[src/rtl/mem_port_arbiter_pkg.sv]
// Shared types for mem_port_arbiter: FSM state and read-owner encodings, lane constants
// and the fetch starvation counter update.
package mem_port_arbiter_pkg;

  typedef enum logic [1:0] {
    ARB_IDLE   = 2'd0,
    ARB_RMW_RD = 2'd1,
    ARB_RMW_WR = 2'd2
  } arb_state_e;

  typedef enum logic [1:0] {
    ARB_OWN_NONE = 2'd0,
    ARB_OWN_IF   = 2'd1,
    ARB_OWN_LS   = 2'd2
  } arb_owner_e;

  localparam int         BE_W     = 4;
  localparam int         LANE_W   = 8;
  localparam int         STARVE_W = 4;
  localparam logic [3:0] BE_FULL  = 4'hF;
  localparam logic [3:0] BE_NONE  = 4'h0;

  // Saturating count of consecutive denied fetch cycles; any non-waiting cycle clears it.
  function automatic logic [STARVE_W-1:0] starve_next(input logic [STARVE_W-1:0] cnt,
                                                      input logic [STARVE_W-1:0] lim,
                                                      input logic            waiting);
    logic [STARVE_W-1:0] res;
    if (!waiting) begin
      res = {STARVE_W{1'b0}};
    end else if (cnt < lim) begin
      res = cnt + {{(STARVE_W-1){1'b0}}, 1'b1};
    end else begin
      res = lim;
    end
    return res;
  endfunction

endpackage

[src/rtl/mem_port_arbiter_if.sv]
// Bus bundle between the fetch/load-store requesters, the arbiter and the RAM macro.
// slave = arbiter side, master = requesters plus RAM.
interface mem_port_arbiter_if #(
  parameter int ADDR_W = 32,
  parameter int DATA_W = 32
);
  import mem_port_arbiter_pkg::*;

  logic              if_req_i;
  logic [ADDR_W-1:0] if_addr_i;
  logic              if_gnt_o;
  logic              if_rvalid_o;
  logic [DATA_W-1:0] if_rdata_o;

  logic              ls_req_i;
  logic              ls_we_i;
  logic [ADDR_W-1:0] ls_addr_i;
  logic [BE_W-1:0]   ls_be_i;
  logic [DATA_W-1:0] ls_wdata_i;
  logic              ls_gnt_o;
  logic              ls_rvalid_o;
  logic [DATA_W-1:0] ls_rdata_o;

  logic              ram_en_o;
  logic              ram_we_o;
  logic [ADDR_W-1:0] ram_addr_o;
  logic [DATA_W-1:0] ram_wdata_o;
  logic [BE_W-1:0]   ram_be_o;
  logic [DATA_W-1:0] ram_rdata_i;

  modport slave (
    input  if_req_i, if_addr_i, ls_req_i, ls_we_i, ls_addr_i, ls_be_i, ls_wdata_i, ram_rdata_i,
    output if_gnt_o, if_rvalid_o, if_rdata_o, ls_gnt_o, ls_rvalid_o, ls_rdata_o,
           ram_en_o, ram_we_o, ram_addr_o, ram_wdata_o, ram_be_o
  );

  modport master (
    output if_req_i, if_addr_i, ls_req_i, ls_we_i, ls_addr_i, ls_be_i, ls_wdata_i, ram_rdata_i,
    input  if_gnt_o, if_rvalid_o, if_rdata_o, ls_gnt_o, ls_rvalid_o, ls_rdata_o,
           ram_en_o, ram_we_o, ram_addr_o, ram_wdata_o, ram_be_o
  );

endinterface

[src/rtl/mem_port_arbiter_byte_merge.sv]
// Lane-wise merge of a store word into the word read back from RAM.
// Only exists when MEM_ARB_RMW_EN is defined (read-modify-write sub-word stores).
`ifdef MEM_ARB_RMW_EN
module mem_port_arbiter_byte_merge
  import mem_port_arbiter_pkg::*;
#(
  parameter int DATA_W = 32
) (
  input  logic [DATA_W-1:0] old_word,
  input  logic [DATA_W-1:0] new_word,
  input  logic [BE_W-1:0]   be,
  output logic [DATA_W-1:0] merged
);

  // Enabled lanes take the store byte, the rest keep the RAM byte.
  always_comb begin
    merged = old_word;
    for (int k = 0; k < BE_W; k++) begin
      if (be[k]) begin
        merged[LANE_W*k +: LANE_W] = new_word[LANE_W*k +: LANE_W];
      end else begin
        merged[LANE_W*k +: LANE_W] = old_word[LANE_W*k +: LANE_W];
      end
    end
  end

endmodule
`endif

[src/rtl/mem_port_arbiter.sv]
// Single-port RAM arbiter between instruction fetch and load/store with starvation bound.
// MEM_ARB_RMW_EN selects read-modify-write sub-word stores. rst_n is an active-HIGH sync reset.
module mem_port_arbiter
  import mem_port_arbiter_pkg::*;
#(
  parameter int ADDR_W     = 32,
  parameter int DATA_W     = 32,
  parameter int STARVE_MAX = 4
) (
  input logic               clk,
  input logic               rst_n,
  mem_port_arbiter_if.slave bus
);

  localparam logic [STARVE_W-1:0] STARVE_LIM = STARVE_W'(STARVE_MAX);

  arb_state_e          state_r, state_next_s, phase_s;
  arb_owner_e          owner_r, owner_next_s;
  logic [STARVE_W-1:0] starve_r;
  logic [DATA_W-1:0]   if_hold_r, ls_hold_r;
  logic                if_win_s, ls_win_s, ls_partial_s;
  logic                if_gnt_s, ls_gnt_s, ram_en_s, ram_we_s;
  logic [BE_W-1:0]     ram_be_s;
  logic [ADDR_W-1:0]   ram_addr_s, if_word_s, ls_word_s;
  logic [DATA_W-1:0]   ram_wdata_s;
  logic                unused_addr_bits_s;

  assign if_word_s          = {bus.if_addr_i[ADDR_W-1:2], 2'b00};
  assign ls_word_s          = {bus.ls_addr_i[ADDR_W-1:2], 2'b00};
  assign unused_addr_bits_s = ^{bus.if_addr_i[1:0], bus.ls_addr_i[1:0]};
  assign ls_partial_s       = bus.ls_we_i && (bus.ls_be_i != BE_FULL) && (bus.ls_be_i != BE_NONE);

  // Idle-cycle arbitration: load/store wins unless fetch has hit the starvation limit.
  always_comb begin
    if_win_s = 1'b0;
    ls_win_s = 1'b0;
    if (state_r == ARB_IDLE) begin
      if_win_s = bus.if_req_i && (!bus.ls_req_i || (starve_r == STARVE_LIM));
      ls_win_s = bus.ls_req_i && !if_win_s;
    end else begin
      if_win_s = 1'b0;
      ls_win_s = 1'b0;
    end
  end

`ifdef MEM_ARB_RMW_EN
  logic [DATA_W-1:0] merged_s;

  mem_port_arbiter_byte_merge #(.DATA_W(DATA_W)) u_byte_merge (
    .old_word (bus.ram_rdata_i),
    .new_word (bus.ls_wdata_i),
    .be       (bus.ls_be_i),
    .merged   (merged_s)
  );

  // The read half of a partial store is issued from IDLE in the same cycle it wins.
  assign phase_s = (ls_win_s && ls_partial_s) ? ARB_RMW_RD : state_r;
`else
  assign phase_s = state_r;
`endif

  // State register.
  always_ff @(posedge clk) begin
    if (rst_n) begin
      state_r <= ARB_IDLE;
    end else begin
      state_r <= state_next_s;
    end
  end

  // Next-state logic.
  always_comb begin
    state_next_s = ARB_IDLE;
    case (phase_s)
      ARB_IDLE:   state_next_s = ARB_IDLE;
`ifdef MEM_ARB_RMW_EN
      ARB_RMW_RD: state_next_s = ARB_RMW_WR;
      ARB_RMW_WR: state_next_s = ARB_IDLE;
`endif
      default:    state_next_s = ARB_IDLE;
    endcase
  end

  // Output logic; everything is forced low while reset is asserted.
  always_comb begin
    if_gnt_s     = 1'b0;
    ls_gnt_s     = 1'b0;
    ram_en_s     = 1'b0;
    ram_we_s     = 1'b0;
    ram_be_s     = BE_NONE;
    ram_addr_s   = {ADDR_W{1'b0}};
    ram_wdata_s  = {DATA_W{1'b0}};
    owner_next_s = ARB_OWN_NONE;
    if (rst_n) begin
      owner_next_s = ARB_OWN_NONE;
    end else begin
      case (phase_s)
        ARB_IDLE: begin
          if (if_win_s) begin
            if_gnt_s     = 1'b1;
            ram_en_s     = 1'b1;
            ram_addr_s   = if_word_s;
            owner_next_s = ARB_OWN_IF;
          end else if (ls_win_s) begin
            ls_gnt_s   = 1'b1;
            ram_addr_s = ls_word_s;
            if (!bus.ls_we_i) begin
              ram_en_s     = 1'b1;
              owner_next_s = ARB_OWN_LS;
            end else if (bus.ls_be_i != BE_NONE) begin
              ram_en_s    = 1'b1;
              ram_we_s    = 1'b1;
              ram_be_s    = bus.ls_be_i;
              ram_wdata_s = bus.ls_wdata_i;
            end else begin
              ram_en_s = 1'b0;
            end
          end else begin
            ram_en_s = 1'b0;
          end
        end
`ifdef MEM_ARB_RMW_EN
        ARB_RMW_RD: begin
          ram_en_s   = 1'b1;
          ram_addr_s = ls_word_s;
        end
        ARB_RMW_WR: begin
          ls_gnt_s    = 1'b1;
          ram_en_s    = 1'b1;
          ram_we_s    = 1'b1;
          ram_be_s    = BE_FULL;
          ram_addr_s  = ls_word_s;
          ram_wdata_s = merged_s;
        end
`endif
        default: ram_en_s = 1'b0;
      endcase
    end
  end

  // Read owner, starvation counter and held read data.
  always_ff @(posedge clk) begin
    if (rst_n) begin
      owner_r   <= ARB_OWN_NONE;
      starve_r  <= {STARVE_W{1'b0}};
      if_hold_r <= {DATA_W{1'b0}};
      ls_hold_r <= {DATA_W{1'b0}};
    end else begin
      owner_r  <= owner_next_s;
      starve_r <= starve_next(starve_r, STARVE_LIM, bus.if_req_i && !if_gnt_s);
      if (owner_r == ARB_OWN_IF) begin
        if_hold_r <= bus.ram_rdata_i;
      end else begin
        if_hold_r <= if_hold_r;
      end
      if (owner_r == ARB_OWN_LS) begin
        ls_hold_r <= bus.ram_rdata_i;
      end else begin
        ls_hold_r <= ls_hold_r;
      end
    end
  end

  assign bus.if_gnt_o    = if_gnt_s;
  assign bus.ls_gnt_o    = ls_gnt_s;
  assign bus.ram_en_o    = ram_en_s;
  assign bus.ram_we_o    = ram_we_s;
  assign bus.ram_be_o    = ram_be_s;
  assign bus.ram_addr_o  = ram_addr_s;
  assign bus.ram_wdata_o = ram_wdata_s;
  assign bus.if_rvalid_o = !rst_n && (owner_r == ARB_OWN_IF);
  assign bus.ls_rvalid_o = !rst_n && (owner_r == ARB_OWN_LS);
  assign bus.if_rdata_o  = rst_n ? {DATA_W{1'b0}} :
                           ((owner_r == ARB_OWN_IF) ? bus.ram_rdata_i : if_hold_r);
  assign bus.ls_rdata_o  = rst_n ? {DATA_W{1'b0}} :
                           ((owner_r == ARB_OWN_LS) ? bus.ram_rdata_i : ls_hold_r);

endmodule

[src/flat_wrapper.sv]
// flat-port wrapper written by rule: the top's interface ports become plain ports
module mem_port_arbiter_flat import mem_port_arbiter_pkg::*;
#(
  parameter int ADDR_W     = 32,
  parameter int DATA_W     = 32,
  parameter int STARVE_MAX = 4
)
  (clk, rst_n, bus_if_req_i, bus_if_addr_i, bus_ls_req_i, bus_ls_we_i, bus_ls_addr_i, bus_ls_be_i, bus_ls_wdata_i, bus_ram_rdata_i, bus_if_gnt_o, bus_if_rvalid_o, bus_if_rdata_o, bus_ls_gnt_o, bus_ls_rvalid_o, bus_ls_rdata_o, bus_ram_en_o, bus_ram_we_o, bus_ram_addr_o, bus_ram_wdata_o, bus_ram_be_o);
  mem_port_arbiter_if #(.ADDR_W(ADDR_W), .DATA_W(DATA_W)) bus_i ();
  input logic clk;
  input logic rst_n;
  input wire logic [$bits(bus_i.if_req_i)-1:0] bus_if_req_i;
  input wire logic [$bits(bus_i.if_addr_i)-1:0] bus_if_addr_i;
  input wire logic [$bits(bus_i.ls_req_i)-1:0] bus_ls_req_i;
  input wire logic [$bits(bus_i.ls_we_i)-1:0] bus_ls_we_i;
  input wire logic [$bits(bus_i.ls_addr_i)-1:0] bus_ls_addr_i;
  input wire logic [$bits(bus_i.ls_be_i)-1:0] bus_ls_be_i;
  input wire logic [$bits(bus_i.ls_wdata_i)-1:0] bus_ls_wdata_i;
  input wire logic [$bits(bus_i.ram_rdata_i)-1:0] bus_ram_rdata_i;
  output wire logic [$bits(bus_i.if_gnt_o)-1:0] bus_if_gnt_o;
  output wire logic [$bits(bus_i.if_rvalid_o)-1:0] bus_if_rvalid_o;
  output wire logic [$bits(bus_i.if_rdata_o)-1:0] bus_if_rdata_o;
  output wire logic [$bits(bus_i.ls_gnt_o)-1:0] bus_ls_gnt_o;
  output wire logic [$bits(bus_i.ls_rvalid_o)-1:0] bus_ls_rvalid_o;
  output wire logic [$bits(bus_i.ls_rdata_o)-1:0] bus_ls_rdata_o;
  output wire logic [$bits(bus_i.ram_en_o)-1:0] bus_ram_en_o;
  output wire logic [$bits(bus_i.ram_we_o)-1:0] bus_ram_we_o;
  output wire logic [$bits(bus_i.ram_addr_o)-1:0] bus_ram_addr_o;
  output wire logic [$bits(bus_i.ram_wdata_o)-1:0] bus_ram_wdata_o;
  output wire logic [$bits(bus_i.ram_be_o)-1:0] bus_ram_be_o;
  assign bus_i.if_req_i = bus_if_req_i;
  assign bus_i.if_addr_i = bus_if_addr_i;
  assign bus_i.ls_req_i = bus_ls_req_i;
  assign bus_i.ls_we_i = bus_ls_we_i;
  assign bus_i.ls_addr_i = bus_ls_addr_i;
  assign bus_i.ls_be_i = bus_ls_be_i;
  assign bus_i.ls_wdata_i = bus_ls_wdata_i;
  assign bus_i.ram_rdata_i = bus_ram_rdata_i;
  assign bus_if_gnt_o = bus_i.if_gnt_o;
  assign bus_if_rvalid_o = bus_i.if_rvalid_o;
  assign bus_if_rdata_o = bus_i.if_rdata_o;
  assign bus_ls_gnt_o = bus_i.ls_gnt_o;
  assign bus_ls_rvalid_o = bus_i.ls_rvalid_o;
  assign bus_ls_rdata_o = bus_i.ls_rdata_o;
  assign bus_ram_en_o = bus_i.ram_en_o;
  assign bus_ram_we_o = bus_i.ram_we_o;
  assign bus_ram_addr_o = bus_i.ram_addr_o;
  assign bus_ram_wdata_o = bus_i.ram_wdata_o;
  assign bus_ram_be_o = bus_i.ram_be_o;
  mem_port_arbiter #(.ADDR_W(ADDR_W), .DATA_W(DATA_W), .STARVE_MAX(STARVE_MAX)) u_core (.clk(clk), .rst_n(rst_n), .bus(bus_i));
endmodule
[config.mk]
export PLATFORM = sky130hd
export DESIGN_NAME = mem_port_arbiter_flat
export DESIGN_NICKNAME = d
export VERILOG_FILES = /design/src/rtl/mem_port_arbiter_pkg.sv /design/src/rtl/mem_port_arbiter_if.sv /design/src/rtl/mem_port_arbiter_byte_merge.sv /design/src/rtl/mem_port_arbiter.sv /design/src/flat_wrapper.sv
export SDC_FILE = /design/constraint.sdc
export NUM_CORES = 1
export LEC_CHECK = 0
export BUFFER_PORTS_ARGS = -buffer_cell sky130_fd_sc_hd__buf_2
export CAP_MARGIN = 20
export CORE_AREA = 2 2 108 110
export DETAILED_ROUTE_END_ITERATION = 7
export DIE_AREA = 0 0 110 112
export PLACE_DENSITY = 0.6
export SKIP_CTS_REPAIR_TIMING = 1
export SLEW_MARGIN = 10
export SYNTH_ARGS = -nofsm -noshare
export SYNTH_HDL_FRONTEND = slang
export SYNTH_SLANG_ARGS = --single-unit
[constraint.sdc]
create_clock -name clk -period 1.94 [get_ports clk]
set_input_delay 0.291 -clock clk [delete_from_list [all_inputs] [get_ports clk]]
set_output_delay 0.291 -clock clk [all_outputs]
set_load 0.01 [all_outputs]
==> qor.yml <==
drt-total-wl_um: 12340
fin_crit_ps: 2069
critPathKind: "register to output port"
ir_drop_uv: 437.8
cts_tree: "yes"
grt_use_total_pct: 16.97
skew_ps: 7.671
totalNegativeSetupSlack_ps: -6450
diodes: 0
drt-pass1-iter-count: 4
status: "complete, but fails checks"
rrSetupSlack_ps: 750
cts_htree_levels: 3
synth.area.mux_share_pct: 0
setup.worst_path.end: "bus_ram_wdata_o[25]"
setup_viol: 68
end_kind: "output port"
synth-xor-area-share_pct: 0
start_kind: "register"
clkTransAtPathRegs_ps: 60
cts.sinks: 70
grt_pass1_wl_um: 16550
drt-met1-wl_um: 4972
fin_util_pct: 47.99
ios: 275
root_buffer: "clkbuf_16"
core_region_area_mm2: 0.01117
fp.dieW_um: 110
synth_fa_ha_area_share_pct: 0.8140
viasPerCell: 4.650
worstReg2RegEnd: "u_core.ls_hold_r[13]"
highest_layer: "met4"
syn-cell-area_mm2: 0.003074
routed-wl-met3_um: 817
synth-warning-count: 0
ys_seq_area_share_pct: 45.58
rsz0062_at_grt: "true"
antenna_found_initial: 0
rows: 39
grt_max_degree: 37
synth_compound_area_share_pct: 19.86
drc_errors: 0
synth_cell_type_count: 26
critPathMaxFanout: 8
ys_seq_elements: 70
crit_start: "u_core.starve_r[0]"
fin_nets: 802
first_global_vias: 3445
crit_arrival_ps: 1780
final-max-slew-violation-count: 0
fin_crit_sh_pct: 106.7
first_iter_violations: 149
die_h_um: 112
gp_congestion: 0.7870
dp_hpwl_um: 8400
wl_per_cell_um: 15.21
syn_inst: 393
die-area_mm2: 0.01232
fin_ws_ps: -129.1
min-delay-path-class: "input port to register"
max_freq_mhz: 483.3
synth_top_family_by_area: "simple AND/OR/NAND/NOR gates"
gr-total-overflow: 0
num_vias: 3771
dr_wl_met2_um: 6466
drive_above_1_share_pct: 51.50
worstPathRequired_ps: 1650
violations: "negative setup slack"
synth-simple-area-share_pct: 27.35
drtAntennaViolNets: 0
drv_cap: 0
floorplan.initialDensity_pct: 27.51
syn_area_per_cell_um2: 7.822
clockBufferDepth: 2
reg2reg_depth: 4
syn2layout_area_growth_pct: 74.44
r2r_start: "u_core.owner_r[1]"
io_buffers: 268
numCtsBuffers: 9
p_leak_nw: 2.676
clock_latency_ps: 320
powerDensity_mw_per_mm2: 701.5
hold_viol: 0
## state kept, by name, summed over array words and instances (netlist names)
name	cells
u_core.ls_hold_r	32
u_core.owner_r	2
u_core.if_hold_r	32
u_core.starve_r	4
## cells in the final DEF (no fill, tap or decap), drive strengths merged, types with 3 or more instances in the layout
master,synthesis,final
dfxtp,70,70
conb,1,3
a22o,30,30
buf,19,284
nor4,3,3
clkinv,0,3
inv,4,5
nand2b,4,4
nand2,130,130
nor2,3,3
clkbuf,15,16
a21oi,67,67
and2,32,32
and3,4,4
## worst max-delay path, cell delays in order, from the launching register on
cell	delay (ps)
dfxtp_2	340
inv_2	40
ha_4	150
and4b_4	210
nor4_4	140
buf_6	170
clkbuf_16	150
and2_4	140
buf_6	100
## area by class of cell
cell class	instances	area (um2)
fill	1078	5812
inverter	4	15.01
timing repair buffer	291	1863
sequential	70	1406
multi-input combinational	287	1602
tap	143	178.9
clock buffer	9	225.2
clock inverter	7	72.57
## through the flow
| stage | cells | setup WS (ps) | hold WS (ps) | area [um2] | power, mW |
|---|---|---|---|---|---|
| floorplan | 395 | 176.1 | 370.3 | 3082 | 1.793 |
| global placement | 785 | 129.3 | 442.8 | 4593 | 2.087 |
| detailed placement | 785 | 88.69 | 447.5 | 4593 | 2.097 |
| CTS | 801 | -274.8 | 199.4 | 4891 | 3.723 |
| global route | 811 | -188.5 | 220.0 | 5363 | 3.931 |
| finish | 811 | -129.1 | 211.4 | 5363 | 3.762 |
## synth_stat cells
cell      number  area [um2]
a21o_1         1       7.510
a21oi_1       67       335.3
a22o_1        30       262.8
and2_1        32       200.2
and3_1         4       25.02
and4b_4        1       13.76
buf_1          4       15.01
buf_2          7       35.03
buf_4          5       37.54
buf_6          3       33.78
clkbuf_1      15       56.30
conb_1         1       3.750
dfxtp_1       70        1401
ha_1           2       25.02
inv_1          4       15.01
nand2_1      130       488.0
nand2b_1       4       25.02
nand3b_1       2       15.01
nor2_1         2       7.510
nor2_2         1       6.260
nor2b_1        2       12.51
nor3_1         1       5.000
nor4_1         2       12.51
nor4_4         1       21.27
nor4b_1        1       8.760
o21ai_0        1       5.000
## kinds of logic after synthesis
kind of cell | Yosys count
AOI/OAI and AO/OA | 99
buffers and inverters | 38
DFF | 70
other | 1
and+or+nand+nor | 183
adders and majority gates | 2
## metal layers
layer	global-route usage, %	vias to the layer above
li1	-	1837
met1	20.13	1772
met2	30.63	154
met4	4.135	0
met3	3.513	8
met5	0	-
## how the worst min path moves through the flow
stage / start / end / cells past startpoint
final: bus_ls_we_i / u_core.owner_r[1] / 2
after global routing: bus_ls_we_i / u_core.owner_r[1] / 2
after CTS: bus_ls_req_i / u_core.owner_r[0] / 2
after detailed placement: u_core.if_hold_r[9] / u_core.if_hold_r[9] / 2
after floorplan: bus_ls_we_i / u_core.owner_r[1] / 1
after global placement: u_core.starve_r[0] / u_core.starve_r[0] / 1
## power by group
part / leakage (nW) / internal, mW / switching (mW)
registers: 0.570 / 1.49 / 0.0162
clock network: 0.142 / 0.996 / 0.611
logic: 1.96 / 0.327 / 0.326
total: 2.68 / 2.81 / 0.953
Power figures use the tool's default switching activity.
